==> src/rtl/audio_rx_pkg.sv <==
// Shared definitions for the audio receive FIFO: fill-mode encodings and the
// per-channel sample widening function.
package audio_rx_pkg;

  typedef enum logic [1:0] {
    FILL_ZERO = 2'b00,
    FILL_SIGN = 2'b01,
    FILL_MUTE = 2'b10,
    FILL_RSVD = 2'b11
  } fill_mode_e;

  localparam int MAX_W = 64;

  // Sample sits in the MSBs of the output word; the low (out_w-in_w) bits are
  // zero or copies of the sample sign. in_c must be zero above bit in_w-1.
  function automatic logic [MAX_W-1:0] widen(input logic [MAX_W-1:0] in_c,
                                             input logic [1:0]       mode,
                                             input int               in_w,
                                             input int               out_w);
    logic [MAX_W-1:0] low_mask;
    logic             sign;
    int               ext;
    ext      = out_w - in_w;
    low_mask = (MAX_W'(1) << ext) - MAX_W'(1);
    sign     = |(in_c & (MAX_W'(1) << (in_w - 1)));
    widen    = in_c << ext;
    if (mode == FILL_SIGN && sign) widen = widen | low_mask;
    if (mode == FILL_MUTE) widen = '0;
  endfunction

endpackage

==> src/rtl/audio_rx_sync_fall.sv <==
// Three-flop synchronizer for the transmitter ready line with falling-edge
// detect; flops reset high so releasing reset never looks like an edge.
module audio_rx_sync_fall (
  input  logic clk_i,
  input  logic rst_ni,
  input  logic rx_i,
  output logic fall_o
);

  logic [2:0] sync_q;

  always_ff @(posedge clk_i or negedge rst_ni) begin
    if (!rst_ni) sync_q <= '1;
    else         sync_q <= {sync_q[1:0], rx_i};
  end

  assign fall_o = sync_q[2] & ~sync_q[1];

endmodule

==> src/rtl/audio_rx_fifo.sv <==
// Multi-channel audio receiver: captures a frame on each rx_ready falling edge,
// widens samples and buffers frames in a show-ahead FIFO. Optional per-channel
// peak meter is enabled with `define AUDIO_RX_PEAK_EN.
module audio_rx_fifo
  import audio_rx_pkg::*;
#(
  parameter int NUM_CH = 2,
  parameter int IN_W   = 12,
  parameter int OUT_W  = 18,
  parameter int DEPTH  = 8
) (
  input  logic                      clock_in,
  input  logic                      reset,
  input  logic                      rx_ready,
  input  logic [NUM_CH*IN_W-1:0]    audio_in,
  input  logic [1:0]                fill_mode,
  input  logic                      out_ready,
  input  logic                      ovf_clear,
  output logic [NUM_CH*OUT_W-1:0]   audio_out,
  output logic                      out_valid,
  output logic [$clog2(DEPTH):0]    level,
  output logic                      overflow
`ifdef AUDIO_RX_PEAK_EN
  ,
  input  logic                      peak_clear,
  output logic [NUM_CH*IN_W-1:0]    peak
`endif
);

  localparam int ADDR_W = $clog2(DEPTH);
  localparam int LVL_W  = ADDR_W + 1;
  localparam int FRM_W  = NUM_CH * OUT_W;

  logic [FRM_W-1:0] mem_q [DEPTH];
  logic [FRM_W-1:0] wdata, audio_out_q, audio_out_d;
  logic [LVL_W-1:0] wr_ptr_q, rd_ptr_q, rd_ptr_d, wr_ptr_d, level_w;
  logic             fall, full, pop, wr_en, ovf_set, overflow_q;

  audio_rx_sync_fall u_sync (
    .clk_i  (clock_in),
    .rst_ni (reset),
    .rx_i   (rx_ready),
    .fall_o (fall)
  );

  assign level_w   = wr_ptr_q - rd_ptr_q;
  assign out_valid = (level_w != '0);
  assign full      = (level_w == LVL_W'(DEPTH));
  assign pop       = out_valid & out_ready;
  assign wr_en     = fall & (~full | pop);
  assign ovf_set   = fall & full & ~pop;

  always_comb begin
    wdata = '0;
    for (int c = 0; c < NUM_CH; c++)
      wdata[c*OUT_W +: OUT_W] =
        OUT_W'(widen(MAX_W'(audio_in[c*IN_W +: IN_W]), fill_mode, IN_W, OUT_W));
  end

  // Next head: the just-written frame bypasses storage when it lands at the new read slot.
  always_comb begin
    rd_ptr_d    = rd_ptr_q + LVL_W'(pop);
    wr_ptr_d    = wr_ptr_q + LVL_W'(wr_en);
    audio_out_d = audio_out_q;
    if (wr_ptr_d != rd_ptr_d)
      audio_out_d = (wr_en && wr_ptr_q == rd_ptr_d) ? wdata : mem_q[rd_ptr_d[ADDR_W-1:0]];
  end

  always_ff @(posedge clock_in) begin
    if (wr_en) mem_q[wr_ptr_q[ADDR_W-1:0]] <= wdata;
  end

  always_ff @(posedge clock_in or negedge reset) begin
    if (!reset) begin
      wr_ptr_q    <= '0;
      rd_ptr_q    <= '0;
      audio_out_q <= '0;
      overflow_q  <= 1'b0;
    end else begin
      wr_ptr_q    <= wr_ptr_d;
      rd_ptr_q    <= rd_ptr_d;
      audio_out_q <= audio_out_d;
      if (ovf_set)        overflow_q <= 1'b1;
      else if (ovf_clear) overflow_q <= 1'b0;
    end
  end

  assign audio_out = audio_out_q;
  assign level     = level_w;
  assign overflow  = overflow_q;

`ifdef AUDIO_RX_PEAK_EN
  localparam logic [IN_W-1:0] MOST_NEG = {1'b1, {(IN_W-1){1'b0}}};
  localparam logic [IN_W-1:0] MOST_POS = {1'b0, {(IN_W-1){1'b1}}};

  logic [NUM_CH*IN_W-1:0] peak_q, peak_d, mag;

  // Two's complement magnitude; the most negative code saturates to max positive.
  always_comb begin
    mag    = '0;
    peak_d = peak_q;
    for (int c = 0; c < NUM_CH; c++) begin
      if (!audio_in[c*IN_W + IN_W - 1])
        mag[c*IN_W +: IN_W] = audio_in[c*IN_W +: IN_W];
      else if (audio_in[c*IN_W +: IN_W] == MOST_NEG)
        mag[c*IN_W +: IN_W] = MOST_POS;
      else
        mag[c*IN_W +: IN_W] = -audio_in[c*IN_W +: IN_W];

      if (peak_clear)
        peak_d[c*IN_W +: IN_W] = wr_en ? mag[c*IN_W +: IN_W] : '0;
      else if (wr_en && mag[c*IN_W +: IN_W] > peak_q[c*IN_W +: IN_W])
        peak_d[c*IN_W +: IN_W] = mag[c*IN_W +: IN_W];
    end
  end

  always_ff @(posedge clock_in or negedge reset) begin
    if (!reset) peak_q <= '0;
    else        peak_q <= peak_d;
  end

  assign peak = peak_q;
`endif

endmodule

==> config.mk <==
export PLATFORM = sky130hd
export DESIGN_NAME = audio_rx_fifo
export DESIGN_NICKNAME = d
export VERILOG_FILES = /design/src/rtl/audio_rx_pkg.sv /design/src/rtl/audio_rx_sync_fall.sv /design/src/rtl/audio_rx_fifo.sv
export SDC_FILE = /design/constraint.sdc
export NUM_CORES = 1
export LEC_CHECK = 0
export BUFFER_PORTS_ARGS = -buffer_cell sky130_fd_sc_hd__buf_2
export CORE_ASPECT_RATIO = 0.75
export CORE_MARGIN = 2
export CORE_UTILIZATION = 40
export CTS_CLUSTER_SIZE = 40
export DETAILED_ROUTE_END_ITERATION = 16
export PLACE_DENSITY = 0.6
export SETUP_SLACK_MARGIN = 0.3
export SYNTH_ARGS = -nofsm -noshare
export SYNTH_HDL_FRONTEND = slang
export SYNTH_SLANG_ARGS = --single-unit
==> constraint.sdc <==
create_clock -name clock_in -period 5.1 [get_ports clock_in]
set_input_delay 0.51 -clock clock_in [delete_from_list [all_inputs] [get_ports clock_in]]
set_output_delay 0.51 -clock clock_in [all_outputs]
set_load 0.05 [all_outputs]
# --- Word level (Yosys, flattened, before mapping) ---
# Memory sizes are Yosys's and may differ from the RTL's.
# Cells that the tools add are included.
totals:
  input_bits: 31
  mem_bits_rw: 288
  mem_bits_ro: 0
  mem_count: 1
  reg_bits: 48
  latchBits: 0
  wordCells: 37
  output_inout_bits: 42
op_classes:
  multipliers: 0
  n_div: 0
  n_lt_le_gt_ge: 0
  addsub: 3
  shifts: 0
  n_reduce_logical: 5
  mux: 9
  n_eq_ne: 5
  bitwise: 9
memory_table:
  columns: ["memory", "depth", "word_bits", "rd", "rd_clocked_by_memory_dff", "wr", "line_no", "source"]
  rows:
  - ["mem_q", 8, 36, 1, 0, 1, "audio_rx_fifo.sv:34", "logic [FRM_W-1:0] mem_q [DEPTH];"]
ops:
  columns: ["cell", "n"]
  rows:
  - ["$mux 18", 2]
  - ["$mux 36", 1]
  - ["$mux 6", 2]
  - ["$add 4x1->4", 2]
  - ["$and 1x1->1", 5]
  - ["$eq 4x4->1", 1]
  - ["$eq 4x4->1 const B", 1]
  - ["$mux 1", 4]
  - ["$ne 4x4->1", 1]
  - ["$reduce_bool 4->1", 1]
  - ["$sub 4x4->4", 1]
  - ["$logic_and 1x1->1", 3]
  - ["$not 1->1", 3]
  - ["$eq 2x1->1 const B", 1]
  - ["$eq 2x2->1 const B", 1]
  - ["$reduce_bool 2->1", 1]
  - ["$or 1x1->1", 1]

# --- Depth between registers and ports, before layout ---
logic_depth:
  depth_word: 7
  ltp_mapped: 19
  mapped_depth_nobuf: 15

# --- Hierarchy ---
# A second synthesis with hierarchy kept.
hier_totals:
  cells_unflattened: 562
  area_unflattened_um2: 10261.1
modules_own_cells:
  columns: ["module", "area_per_inst_um2", "seq_area_each_um2", "instances", "cells_per_inst"]
  rows:
  - ["audio_rx_fifo", 10168.5, 7121.8, 1, 558]
  - ["audio_rx_sync_fall", 92.6, 78.8, 1, 4]

# --- Worst setup path after synthesis ---
# Ideal clock, no wire load.
synth_path:
  path_type: "flip-flop to flip-flop"
  startpoint: "register wr_ptr_q[0]"
  endpoint: "memory mem_q[4][10] (netlist name), enable pin"
  period_less_slack_ps: 5870
  path_buffers: 2
  setup_time_ps: 484
  required_ps: 4616
  stages_incl_launch_ff: 11
  t_arrival_ps: 5386
  slack_ps: -770
  path_cell_list: "dfrtp_1 -> clkbuf_1 -> inv_1 -> ha_1 -> inv_1 -> fa_1 -> xor2_1 -> or4_4 -> o31ai_4 -> clkbuf_1 -> nor4b_1"
synth_via:
  elab_chain_len: 7
  elab_cells_between_ends: 9
  cone_classes: "add/sub: 1; eq/ne: 1; mux: 2; bitwise: 4; reduce/logical: 1"
synth_lines:
  columns: ["item", "line_no", "source"]
  rows:
  - ["start: declaration", "audio_rx_fifo.sv:36", "logic [LVL_W-1:0] wr_ptr_q, rd_ptr_q, rd_ptr_d, wr_ptr_d, level_w;"]
  - ["start signal: assignment", "audio_rx_fifo.sv:80", "wr_ptr_q <= wr_ptr_d;"]
  - ["$sub 4x4->4 *", "audio_rx_fifo.sv:46", "assign level_w = wr_ptr_q - rd_ptr_q;"]
  - ["net level[2]", "audio_rx_fifo.sv:21", "output logic [$clog2(DEPTH):0] level,"]
  - ["$reduce_bool 4->1 / $eq 4x4->1 (equally long branches)", "audio_rx_fifo.sv:47, audio_rx_fifo.sv:48", null]
  - ["$and 1x1->1 / $not 1->1 (equally long branches)", "audio_rx_fifo.sv:49, audio_rx_fifo.sv:50", null]
  - ["$or 1x1->1 *", "audio_rx_fifo.sv:50", "assign wr_en = fall & (~full | pop);"]
  - ["$and 1x1->1 *", "audio_rx_fifo.sv:50", null]
  - ["$mux 1 *", "audio_rx_fifo.sv:70", "if (wr_en) mem_q[wr_ptr_q[ADDR_W-1:0]] <= wdata;"]
  - ["$mux 1 (implied by the code) *", "audio_rx_fifo.sv:70", null]
  - ["end: declaration", "audio_rx_fifo.sv:34", null]
# Mark *: on every way through the listed nets, which the timed path passes. The rest lies on a longest branch.

# --- Worst setup path in the final report ---
layout_path:
  startpoint: "register wr_ptr_q[2]"
  endpoint: "register audio_out_q[8], in the netlist audio_out[8]"
layout_via:
  elab_chain_len: 7
  elab_cells_between_ends: 14
  cone_classes: "add/sub: 3; eq/ne: 3; mux: 1; bitwise: 4; reduce/logical: 2; memory: 1"
layout_lines:
  columns: ["item", "line_no", "source"]
  rows:
  - ["$sub 4x4->4 *", "audio_rx_fifo.sv:46", null]
  - ["$reduce_bool 4->1 *", "audio_rx_fifo.sv:47", "assign out_valid = (level_w != '0);"]
  - ["$and 1x1->1 *", "audio_rx_fifo.sv:49", "assign pop = out_valid & out_ready;"]
  - ["$add 4x1->4 *", "audio_rx_fifo.sv:62", "rd_ptr_d = rd_ptr_q + LVL_W'(pop);"]
  - ["net rd_ptr_d[0]", "audio_rx_fifo.sv:36", null]
  - ["branches (longest 3 deep; another with $mem_v2 8x36)", null, null]
  - ["end signal: assignment", "audio_rx_fifo.sv:82", "audio_out_q <= audio_out_d;"]
  - ["end: declaration", "audio_rx_fifo.sv:35", "logic [FRM_W-1:0] wdata, audio_out_q, audio_out_d;"]
# Mark *: on every way through the listed nets, which the timed path passes.
# A chain may end at the register's enable or synchronous reset.

==> summary.md <==
| Metric | Value |
|---|---|
| WP data required | `5.49 ns` |
| Root Buffer | `clkbuf_16` |
| DR iter-0 viols | `524` |
| Max Cap Violations | `0` |
| RSZ-0062 raised after global routing | `no` |
| R2R setup slack | `0.62 ns` |
| Post-synth top area share | `61.4%` |
| Fin Setup TNS | `0 ns` |
| Max Fanout on Critical Path | `17` |
| FFs w/ async S/R, synth | `15.4%` |
| WP buf/inv | `1` |
| Nets | `672` |
| CTS max path bufs | `3` |
| CTS tree | `done` |
| Sequential share of the synthesized area | `70.8%` |
| Final Hold Vio Count | `0` |
| Vias in the first global route | `5718` |
| Port-buffer cells | `72` |
| GP Congestion | `0.726` |
| Dominant cell by count in the synthesized netlist | `edfxtp_1` |
| Syn nets | `601` |
| Cell taking the most area after synthesis | `edfxtp_1` |
| Critical setup path kind | `reg -> reg` |
| Num rows | `50` |
| Slew headroom | `27.6%` |
| Post_cts resized | `0` |
| Total Die Area | `26700 um2` |
| CP arrival | `4.87 ns` |
| Max Freq | `223 MHz` |
| Crit path max-delay family | `simple AND/OR/NAND/NOR gates` |
| Setup crit end kind | `flip-flop` |
| # Post-CTS Setup Buffers | `0` |
| Share of layout cells above drive strength 1 | `32.0%` |
| DR WL/cell | `23.6 um` |
| Avg Cell Area, Syn | `18.1 um2` |
| Prevailing post-synth register cell | `edfxtp_1` |
| Worst path max stage delay | `0.74 ns` |
| Vias | `5442` |
| Final Cycle Share | `87.9%` |
| First-pass GRT wire length | `35500 um` |
| Post-Route WL | `23300 um` |
| Hold Startpoint | `rx_ready` |
| H-Tree Depth | `1` |
| Tmin final | `4.48 ns` |
| # clock sinks | `246` |
| Antenna violations before repair | `0` |
| Detail Route Antenna Nets | `0` |
| Commonest cells post-synth | `edfxtp_1 (208), mux4_2 (52), dfrtp_1 (35), nand3_1 (28), nor3_1 (28)` |
| N_diodes | `0` |
| First-pass detailed-route iteration total | `5` |
| Hold Buf Count CTS | `0` |
| Clk_lat worst skew | `0.51 ns` |
| Post-DP Area | `11000 um2` |
| Clock skew | `0.0103 ns` |
| GR Overflow Total | `0` |
| Post-synth EDFFs | `208` |
| Critical-path top delay cell | `dfrtp_1` |
| Largest net degree at the start of global routing | `53` |
| Core Footprint | `25000 um2` |
| Synthesis Warnings | `0` |
| Crit path from | `wr_ptr_q[2]` |
| Worst slew pin tran | `1.08 ns` |
| Die Width | `188 um` |
| DR vias/cell | `5.50` |
| Distinct cell type count after synthesis | `39` |
| Smallest hold slack | `0.0895 ns` |
| Finished Cell Area | `11800 um2` |
| Clock transition at path regs | `0.06 ns` |
| Reg-to-Reg Start | `wr_ptr_q[2]` |
| Mapped Area | `10200 um2` |
| HPWL after DPL | `12500 um` |
| Gate count of the mapped netlist | `562` |
| Worst hold-check path type | `in -> reg` |
| Status | `complete, no violations` |
| Area contributors post-synth | `edfxtp_1 (61%), mux4_2 (12%), dfrtp_1 (8.6%), a221oi_1 (2.0%), o31ai_1 (1.9%)` |
| Register bit count reported by yosys | `246` |
| Startpoint class of the critical path | `flip-flop` |
| Slew Limit Fails | `0` |
| I/O Pins | `73` |
| CP cell instances | `ha_1 -> a21oi_1 -> and3_1 -> nor2_1 -> or4_1 -> and2_1 -> ha_4 -> buf_4 -> mux4_2 -> nor2b_1 -> a221oi_1 -> o31ai_1` |
| Die Ht | `142 um` |
| Initial core utilization | `40.8%` |
| Area Growth Syn to Fin | `16.3%` |
| CTS buffer count | `24` |
| DR DRC count | `0` |
| Final setup violating endpoints | `0` |
| Total global-route track usage | `17.8%` |
[cells in the final DEF (no fill, tap or decap), types with 6 or more instances in the layout]
cell and n:
a221oi_1 23, and2_1 26, buf_2 72, buf_4 20, clkbuf_16 25, clkbuf_8 6, dfrtp_1 35, edfxtp_1 208
inv_1 6, mux4_2 52, nand3_1 28, nor2b_1 27, nor3_1 26, o31ai_1 26, xor2_1 9
[per-stage QoR]
stage | instances | utilization, % | worst slack (ns)
6_report | 989 | 47.4 | 0.619
5_1_grt | 989 | 47.4 | 0.406
4_1_cts | 989 | 47.4 | 0.586
3_5_place_dp | 945 | 44.0 | 0.687
3_3_place_gp | 945 | 44.0 | 0.833
2_1_floorplan | 562 | - | 0.370
[final cells by class]
cell class	instances	area, um2
fillers	2119	13100
flip-flops and latches	246	7200
multi-input cells	260	2790
clock buffers	32	712
repair buffers	94	551
well taps	338	423
clock inverters	12	131
inverters	7	26.3
[logic make-up (layout without fill, tap and decap cells)]
kind of cell	after synthesis	in the layout	share of synthesized area [%]
and+or+nand+nor	130	130	7.45
buffers and inverters	56	145	3.02
AOI/OAI and AO/OA	56	56	4.75
adders and majority gates	8	8	1.06
DFF	246	246	70.8
muxes	52	52	11.5
xor gates and xnor gates	14	14	1.46
[path summary, 6_finish.rpt]
kind	end	cells after the start
max	audio_out[8]	12
min	u_sync.sync_q[0]	1
max in group asynchronous	audio_out[10]	1
min in group asynchronous	audio_out[24]	1
max reg2reg	audio_out[8]	12
min reg2reg	u_sync.sync_q[1]	0
[state kept, by name (all words and copies together) (netlist names)]
name	count
rd_ptr_q	4
mem_q	208
overflow	1
audio_out	26
wr_ptr_q	4
u_sync.sync_q	3
[per-layer routing]
metal	vias to the layer above	share of wire [%]	track usage, %
met3	31	6.1	2.79
met2	195	49	29.8
met5	-	0	0
met4	0	2.1	4.48
li1	2398	-	-
met1	2818	43	24.7
Power is left out: the tool's default activity adds up to more than one toggle a clock period on the data nets, which glitch-free logic cannot reach.
